==> config.mk <==
export PLATFORM = sky130hd
export DESIGN_NAME = march_gen
export DESIGN_NICKNAME = d
export VERILOG_FILES = /design/src/rtl/march_gen.sv
export SDC_FILE = /design/constraint.sdc
export NUM_CORES = 1
export LEC_CHECK = 0
export ABC_AREA = 1
export ABC_CLOCK_PERIOD_IN_PS = 1900
export BUFFER_PORTS_ARGS = -buffer_cell sky130_fd_sc_hd__buf_2
export CORE_ASPECT_RATIO = 2
export CORE_MARGIN = 3
export CORE_UTILIZATION = 30
export CTS_CLUSTER_DIAMETER = 50
export CTS_CLUSTER_SIZE = 28
export DETAILED_ROUTE_END_ITERATION = 12
export REMOVE_ABC_BUFFERS = 1
export SLEW_MARGIN = 5
export SYNTH_ARGS = -nofsm -noshare
export SYNTH_HDL_FRONTEND = slang
export SYNTH_SLANG_ARGS = --single-unit
==> constraint.sdc <==
create_clock -name clk -period 1.9 [get_ports clk]
set_input_delay 0.475 -clock clk [delete_from_list [all_inputs] [get_ports clk]]
set_output_delay 0.475 -clock clk [all_outputs]
set_load 0.03 [all_outputs]
==> src/rtl/march_gen.sv <==
// March C- address/data sequencer and read comparator for the memory BIST.
// Define BIST_DIAG_EN to build the first-mismatch address/element capture.
module march_gen #(
  parameter int unsigned ADDR_W = 4,
  parameter int unsigned DATA_W = 8
) (
  input  logic              clk,
  input  logic              rst,
  input  logic              ld,
  input  logic              NbarT,
  input  logic [DATA_W-1:0] q_in,
  output logic [ADDR_W-1:0] addr,
  output logic [DATA_W-1:0] wdata,
  output logic              we,
  output logic              re,
  output logic              cout,
  output logic              fail,
  output logic [ADDR_W-1:0] fail_addr,
  output logic [2:0]        fail_elem
);

  localparam int unsigned ELEM_W = 3;
  localparam logic [ELEM_W-1:0] LAST_ELEM = ELEM_W'(5);

  typedef enum logic [1:0] {IDLE = 2'd0, RUN = 2'd1, DONE = 2'd2} state_t;

  state_t              state_q, state_d;
  logic [ELEM_W-1:0]   elem_q, elem_d, next_elem;
  logic                op_q, op_d;
  logic [ADDR_W-1:0]   addr_q, addr_d;
  logic                cout_q, cout_d;

  logic issue, desc, is_read, last_op, addr_end, read_one, write_one, start_op;
  logic cmp_pend_q, cmp_one_q, fail_q, mismatch_now;

  // Element decode: elements 3 and 4 descend; elements 0 and 5 have a single op.
  assign issue     = (state_q == RUN) && NbarT && !ld;
  assign desc      = (elem_q == ELEM_W'(3)) || (elem_q == ELEM_W'(4));
  assign is_read   = (elem_q != ELEM_W'(0)) && !op_q;
  assign last_op   = (elem_q == ELEM_W'(0)) || (elem_q == LAST_ELEM) || op_q;
  assign addr_end  = desc ? (addr_q == '0) : (addr_q == '1);
  assign read_one  = (elem_q == ELEM_W'(2)) || (elem_q == ELEM_W'(4));
  assign write_one = (elem_q == ELEM_W'(1)) || (elem_q == ELEM_W'(3));
  assign start_op  = issue && (elem_q == '0) && (addr_q == '0) && !op_q;
  assign next_elem = elem_q + ELEM_W'(1);

  assign addr  = issue ? addr_q : '0;
  assign we    = issue && !is_read;
  assign re    = issue && is_read;
  assign wdata = (issue && !is_read && write_one) ? '1 : '0;
  assign cout  = cout_q;

  always_ff @(posedge clk or negedge rst) begin
    if (!rst) begin
      state_q <= IDLE;
      elem_q  <= '0;
      op_q    <= 1'b0;
      addr_q  <= '0;
      cout_q  <= 1'b0;
    end else begin
      state_q <= state_d;
      elem_q  <= elem_d;
      op_q    <= op_d;
      addr_q  <= addr_d;
      cout_q  <= cout_d;
    end
  end

  // Sequencing: op advances first, then address, then element.
  always_comb begin
    state_d = state_q;
    elem_d  = elem_q;
    op_d    = op_q;
    addr_d  = addr_q;
    cout_d  = 1'b0;
    if (ld) begin
      state_d = RUN;
      elem_d  = '0;
      op_d    = 1'b0;
      addr_d  = '0;
    end else if (issue) begin
      if (!last_op) begin
        op_d = 1'b1;
      end else begin
        op_d = 1'b0;
        if (!addr_end) begin
          addr_d = desc ? addr_q - ADDR_W'(1) : addr_q + ADDR_W'(1);
        end else if (elem_q == LAST_ELEM) begin
          state_d = DONE;
          cout_d  = 1'b1;
        end else begin
          elem_d = next_elem;
          addr_d = ((next_elem == ELEM_W'(3)) || (next_elem == ELEM_W'(4))) ? '1 : '0;
        end
      end
    end
  end

  // The final read is compared in the cout cycle, so the live mismatch is folded into fail.
  assign mismatch_now = cmp_pend_q && (q_in != {DATA_W{cmp_one_q}});
  assign fail         = fail_q || mismatch_now;

  always_ff @(posedge clk or negedge rst) begin
    if (!rst) begin
      cmp_pend_q <= 1'b0;
      cmp_one_q  <= 1'b0;
      fail_q     <= 1'b0;
    end else begin
      cmp_pend_q <= re;
      if (re) cmp_one_q <= read_one;
      if (mismatch_now)  fail_q <= 1'b1;
      else if (start_op) fail_q <= 1'b0;
    end
  end

`ifdef BIST_DIAG_EN
  logic [ADDR_W-1:0] cmp_addr_q, diag_addr_q;
  logic [ELEM_W-1:0] cmp_elem_q, diag_elem_q;
  logic              capture_now;

  assign capture_now = mismatch_now && !fail_q;
  assign fail_addr   = capture_now ? cmp_addr_q : diag_addr_q;
  assign fail_elem   = capture_now ? cmp_elem_q : diag_elem_q;

  always_ff @(posedge clk or negedge rst) begin
    if (!rst) begin
      cmp_addr_q  <= '0;
      cmp_elem_q  <= '0;
      diag_addr_q <= '0;
      diag_elem_q <= '0;
    end else begin
      if (re) begin
        cmp_addr_q <= addr_q;
        cmp_elem_q <= elem_q;
      end
      if (capture_now) begin
        diag_addr_q <= cmp_addr_q;
        diag_elem_q <= cmp_elem_q;
      end else if (start_op) begin
        diag_addr_q <= '0;
        diag_elem_q <= '0;
      end
    end
  end
`else
  assign fail_addr = '0;
  assign fail_elem = '0;
`endif

endmodule

==> results.json <==
{
  "crit_buf_inv": 2,
  "path_delay_family": "flip-flops",
  "critical-path-max-stage-delay_ps": 390,
  "finalWorstPathRequiredPeriod_ps": 1980,
  "worst_reg2reg_path_depth": 13,
  "die_h_um": 95.6,
  "die_area_sq_mm": 0.00486,
  "initial_core_util": 0.313,
  "antenna_cells_inserted": 0,
  "finalPower_mw": 2.06,
  "synth_ff_type": "sky130_fd_sc_hd__dfrtp_1",
  "buffer_ports.inserted": 27,
  "yosys.area.top_type": "sky130_fd_sc_hd__dfrtp_1",
  "path_depth": 6,
  "synth_sequential_area_ratio": 0.291,
  "grt_antenna_before_repair": 0,
  "start_kind": "flip-flop",
  "tns_ps": -619,
  "cts_max_path_bufs": 2,
  "worstSetupEndpointType": "output pin",
  "drt_first_pass_iters": 4,
  "finish.net_count": 221,
  "final.hold.worst_slack_ps": 129,
  "synth_warnings": 0,
  "unrepaired_setup_endpoints_after_global_routing": "yes",
  "synth_common_cells": "sky130_fd_sc_hd__nand2_1 (42), sky130_fd_sc_hd__inv_1 (21), sky130_fd_sc_hd__buf_4 (14), sky130_fd_sc_hd__dfrtp_1 (14), sky130_fd_sc_hd__nor2_1 (12)",
  "synthesis.area_per_instance_sq_um": 7.53,
  "worst_case_setup_margin_in_the_final_layout_ps": -79.0,
  "globalplace.congestion": 0.841,
  "place_worst_setup_slack_ps": -7.80,
  "area_growth_syn_to_layout_pct": 34.8,
  "cts-buffers-inserted": 3,
  "place_inst": 241,
  "cells_along_the_critical_path": "ha_2 -> ha_4 -> a21oi_2 -> nor3_2 -> buf_6 -> buf_6",
  "final.fill_count": 415,
  "top_level_ports": 35,
  "synth_cell_types": 24,
  "drtAntennaViolNets": 0,
  "critical_path.most_common_cell": "sky130_fd_sc_hd__buf_6",
  "critical_path_required_ps": 1420,
  "clk_latency_ps": 240,
  "critPathMaxFanout": 8,
  "layoutNonFillerInstCount": 249,
  "cts-root-buf": "sky130_fd_sc_hd__clkbuf_8",
  "fin_crit_share": 1.04,
  "finalSetupViolations": 8,
  "cp_data_arrival_time_ps": 1500,
  "die_width_um": 50.8,
  "wl_per_cell_um": 11.2,
  "worst-setup-path-type": "flip-flop to output pin",
  "globalRouteOverflowTotal": 0,
  "final_design_area_no_fill_sq_mm": 0.00162,
  "ctsHtreeMaxLevel": 1,
  "remaining_drc_errors": 0,
  "grt_start_max_net_pins": 15,
  "post-dp-hpwl_um": 2190,
  "yosys.cell_count.top_type": "sky130_fd_sc_hd__nand2_1",
  "fmax_mhz": 505,
  "synthArstFlopShare": 1.00,
  "synth.top_cell.area_share": 0.291,
  "synth.cell_area_sq_mm": 0.00120,
  "core_region_area_sq_mm": 0.00384,
  "first_global_vias": 1133,
  "drt-total-wl_um": 2780,
  "placed_cell_area_sq_mm": 0.00140,
  "biggest_area_contributors_in_the_synthesized_netlist": "sky130_fd_sc_hd__dfrtp_1 (29%), sky130_fd_sc_hd__nand2_1 (13%), sky130_fd_sc_hd__buf_4 (8.7%), sky130_fd_sc_hd__ha_1 (8.3%), sky130_fd_sc_hd__nand2_4 (7.5%)",
  "powerDensity_mw_per_mm2": 1270,
  "status": "complete, but fails checks",
  "vias_per_cell": 4.36,
  "post_synth_inst_count": 160,
  "clock_tree_from_tritoncts": "yes",
  "drv_cap": 0,
  "violations_in_the_final_reports": "setup timing",
  "finalHoldViolations": 0,
  "synth-seq-cells": 14,
  "grt_pass1_wl_um": 4780,
  "via_count": 1086,
  "clk_transition_reported_paths_ps": 60,
  "tritoncts_num_sinks": 14,
  "grt_util_all_layers": 0.131,
  "fin_worst_skew_ps": 2.88,
  "ir_worst_vdd_uv": 515,
  "rows": 32,
  "final_layout_size_suffix_gt1_frac": 0.424,
  "final_core_density": 0.423,
  "crit_slowest_cell": "sky130_fd_sc_hd__dfrtp_1",
  "synth_edf_count": 0,
  "slew_viol_final": 0,
  "static-leakage-power_nw": 0.836,
  "worst_hold_path_type": "primary input to async pin",
  "detailedRoute.firstIterationViolations": 14
}
-- kinds of logic after synthesis --
logic type	Yosys count	share of synthesized area
simple gates	88	0.399
flops	14	0.291
fa+ha+maj	9	0.0997
buf+inv	38	0.162
xor+xnor	1	0.00727
compound gates	9	0.0384
other cells	1	0.00311
-- sequential cells by signal, summed over array words and instances, names as in the netlist --
register,flops
addr_q,4
elem_q,3
state_q,2
cmp_one_q,1
cmp_pend_q,1
cout,1
fail_q,1
op_q,1
-- cells in the final DEF (no fill, tap or decap) --
master                      n
sky130_fd_sc_hd__nand2_1   40
sky130_fd_sc_hd__nor2_2     2
sky130_fd_sc_hd__a21oi_2    1
sky130_fd_sc_hd__a31oi_1    1
sky130_fd_sc_hd__o21ai_0    2
sky130_fd_sc_hd__buf_4     17
sky130_fd_sc_hd__buf_6     10
sky130_fd_sc_hd__nand3_1    6
sky130_fd_sc_hd__a21oi_1    1
sky130_fd_sc_hd__nand2_4    8
sky130_fd_sc_hd__nor2_1    10
sky130_fd_sc_hd__nor4_1     2
sky130_fd_sc_hd__nor3_1     3
sky130_fd_sc_hd__buf_2     14
sky130_fd_sc_hd__ha_4       3
sky130_fd_sc_hd__clkbuf_8   3
sky130_fd_sc_hd__nor2_4     3
sky130_fd_sc_hd__nor2_8     1
sky130_fd_sc_hd__ha_2       2
sky130_fd_sc_hd__dfrtp_1   14
sky130_fd_sc_hd__nor3_2     1
sky130_fd_sc_hd__inv_1     18
sky130_fd_sc_hd__ha_1       3
sky130_fd_sc_hd__xor2_1     1
sky130_fd_sc_hd__conb_1     7
sky130_fd_sc_hd__nand3_2    5
sky130_fd_sc_hd__fa_1       1
sky130_fd_sc_hd__o21ai_1    4
sky130_fd_sc_hd__nand2_2    6
sky130_fd_sc_hd__nand4_1    1
sky130_fd_sc_hd__clkbuf_4   2
sky130_fd_sc_hd__inv_2      6
-- report_power, final --
group / internal, mW / leakage, nW / total [mW] / switching [mW]
clock: 0.140 / 0.0216 / 0.242 / 0.102
sequential: 0.396 / 0.177 / 0.488 / 0.0920
combinational: 0.552 / 0.637 / 1.33 / 0.778
total: 1.09 / 0.836 / 2.06 / 0.972
-- what timing repair did --
| action | 4_1_cts | 5_1_grt |
|---|---|---|
| setup buffers | 3 | 2 |
| pin swaps | 3 | 4 |
| endpoints found under the setup margin | 11 | 15 |
| resized for setup | 30 | 13 |
| hold buffers | 0 | 0 |
-- cell type report --
type | count | area [sq um] | area share
multi-input cells | 114 | 753 | 0.464
flip-flops and latches | 14 | 350 | 0.216
repair buffers | 43 | 325 | 0.200
inverters | 24 | 90.1 | 0.0555
well taps | 51 | 63.8 | 0.0393
clock buffers | 3 | 41.3 | 0.0254
-- worst reg2reg max path: stages (launching register included) --
cell and delay (ps):
sky130_fd_sc_hd__dfrtp_1 390, sky130_fd_sc_hd__inv_2 70, sky130_fd_sc_hd__ha_4 170, sky130_fd_sc_hd__buf_4 130, sky130_fd_sc_hd__nand2_2 90, sky130_fd_sc_hd__nand2_4 90
sky130_fd_sc_hd__ha_4 280, sky130_fd_sc_hd__nand3_1 90, sky130_fd_sc_hd__nand3_2 90, sky130_fd_sc_hd__inv_1 40, sky130_fd_sc_hd__nand3_1 60, sky130_fd_sc_hd__nand3_1 70
sky130_fd_sc_hd__nand2_1 70, sky130_fd_sc_hd__nand2_1 40
-- path summary, 6_finish.rpt --
| path | slack, ps | startpoint | endpoint |
|---|---|---|---|
| worst min-delay path | 130 | rst | addr_q[0]$_DFFE_PN0P_ |
| worst max register to register | 110 | elem_q[1]$_DFFE_PN0P_ | addr_q[3]$_DFFE_PN0P_ |
| min in group clk | 460 | ld | state_q[1]$_DFFE_PN0P_ |
| worst max-delay path | -80 | elem_q[1]$_DFFE_PN0P_ | wdata[5] |
| worst min register to register | 470 | state_q[0]$_DFFE_PN0P_ | state_q[0]$_DFFE_PN0P_ |
| max in group asynchronous | 1510 | rst | fail_q$_DFFE_PN0P_ |
-- routing by layer --
layer	up-vias	global-route usage	share of wire	wire length, um
met5	-	0	0	0
met4	0	0.0742	0.035	97
met3	6	0.0156	0.032	88
met2	24	0.274	0.61	1690
met1	500	0.110	0.32	899
li1	556	-	-	-
Note: power is estimated with default switching activity, not from simulation.
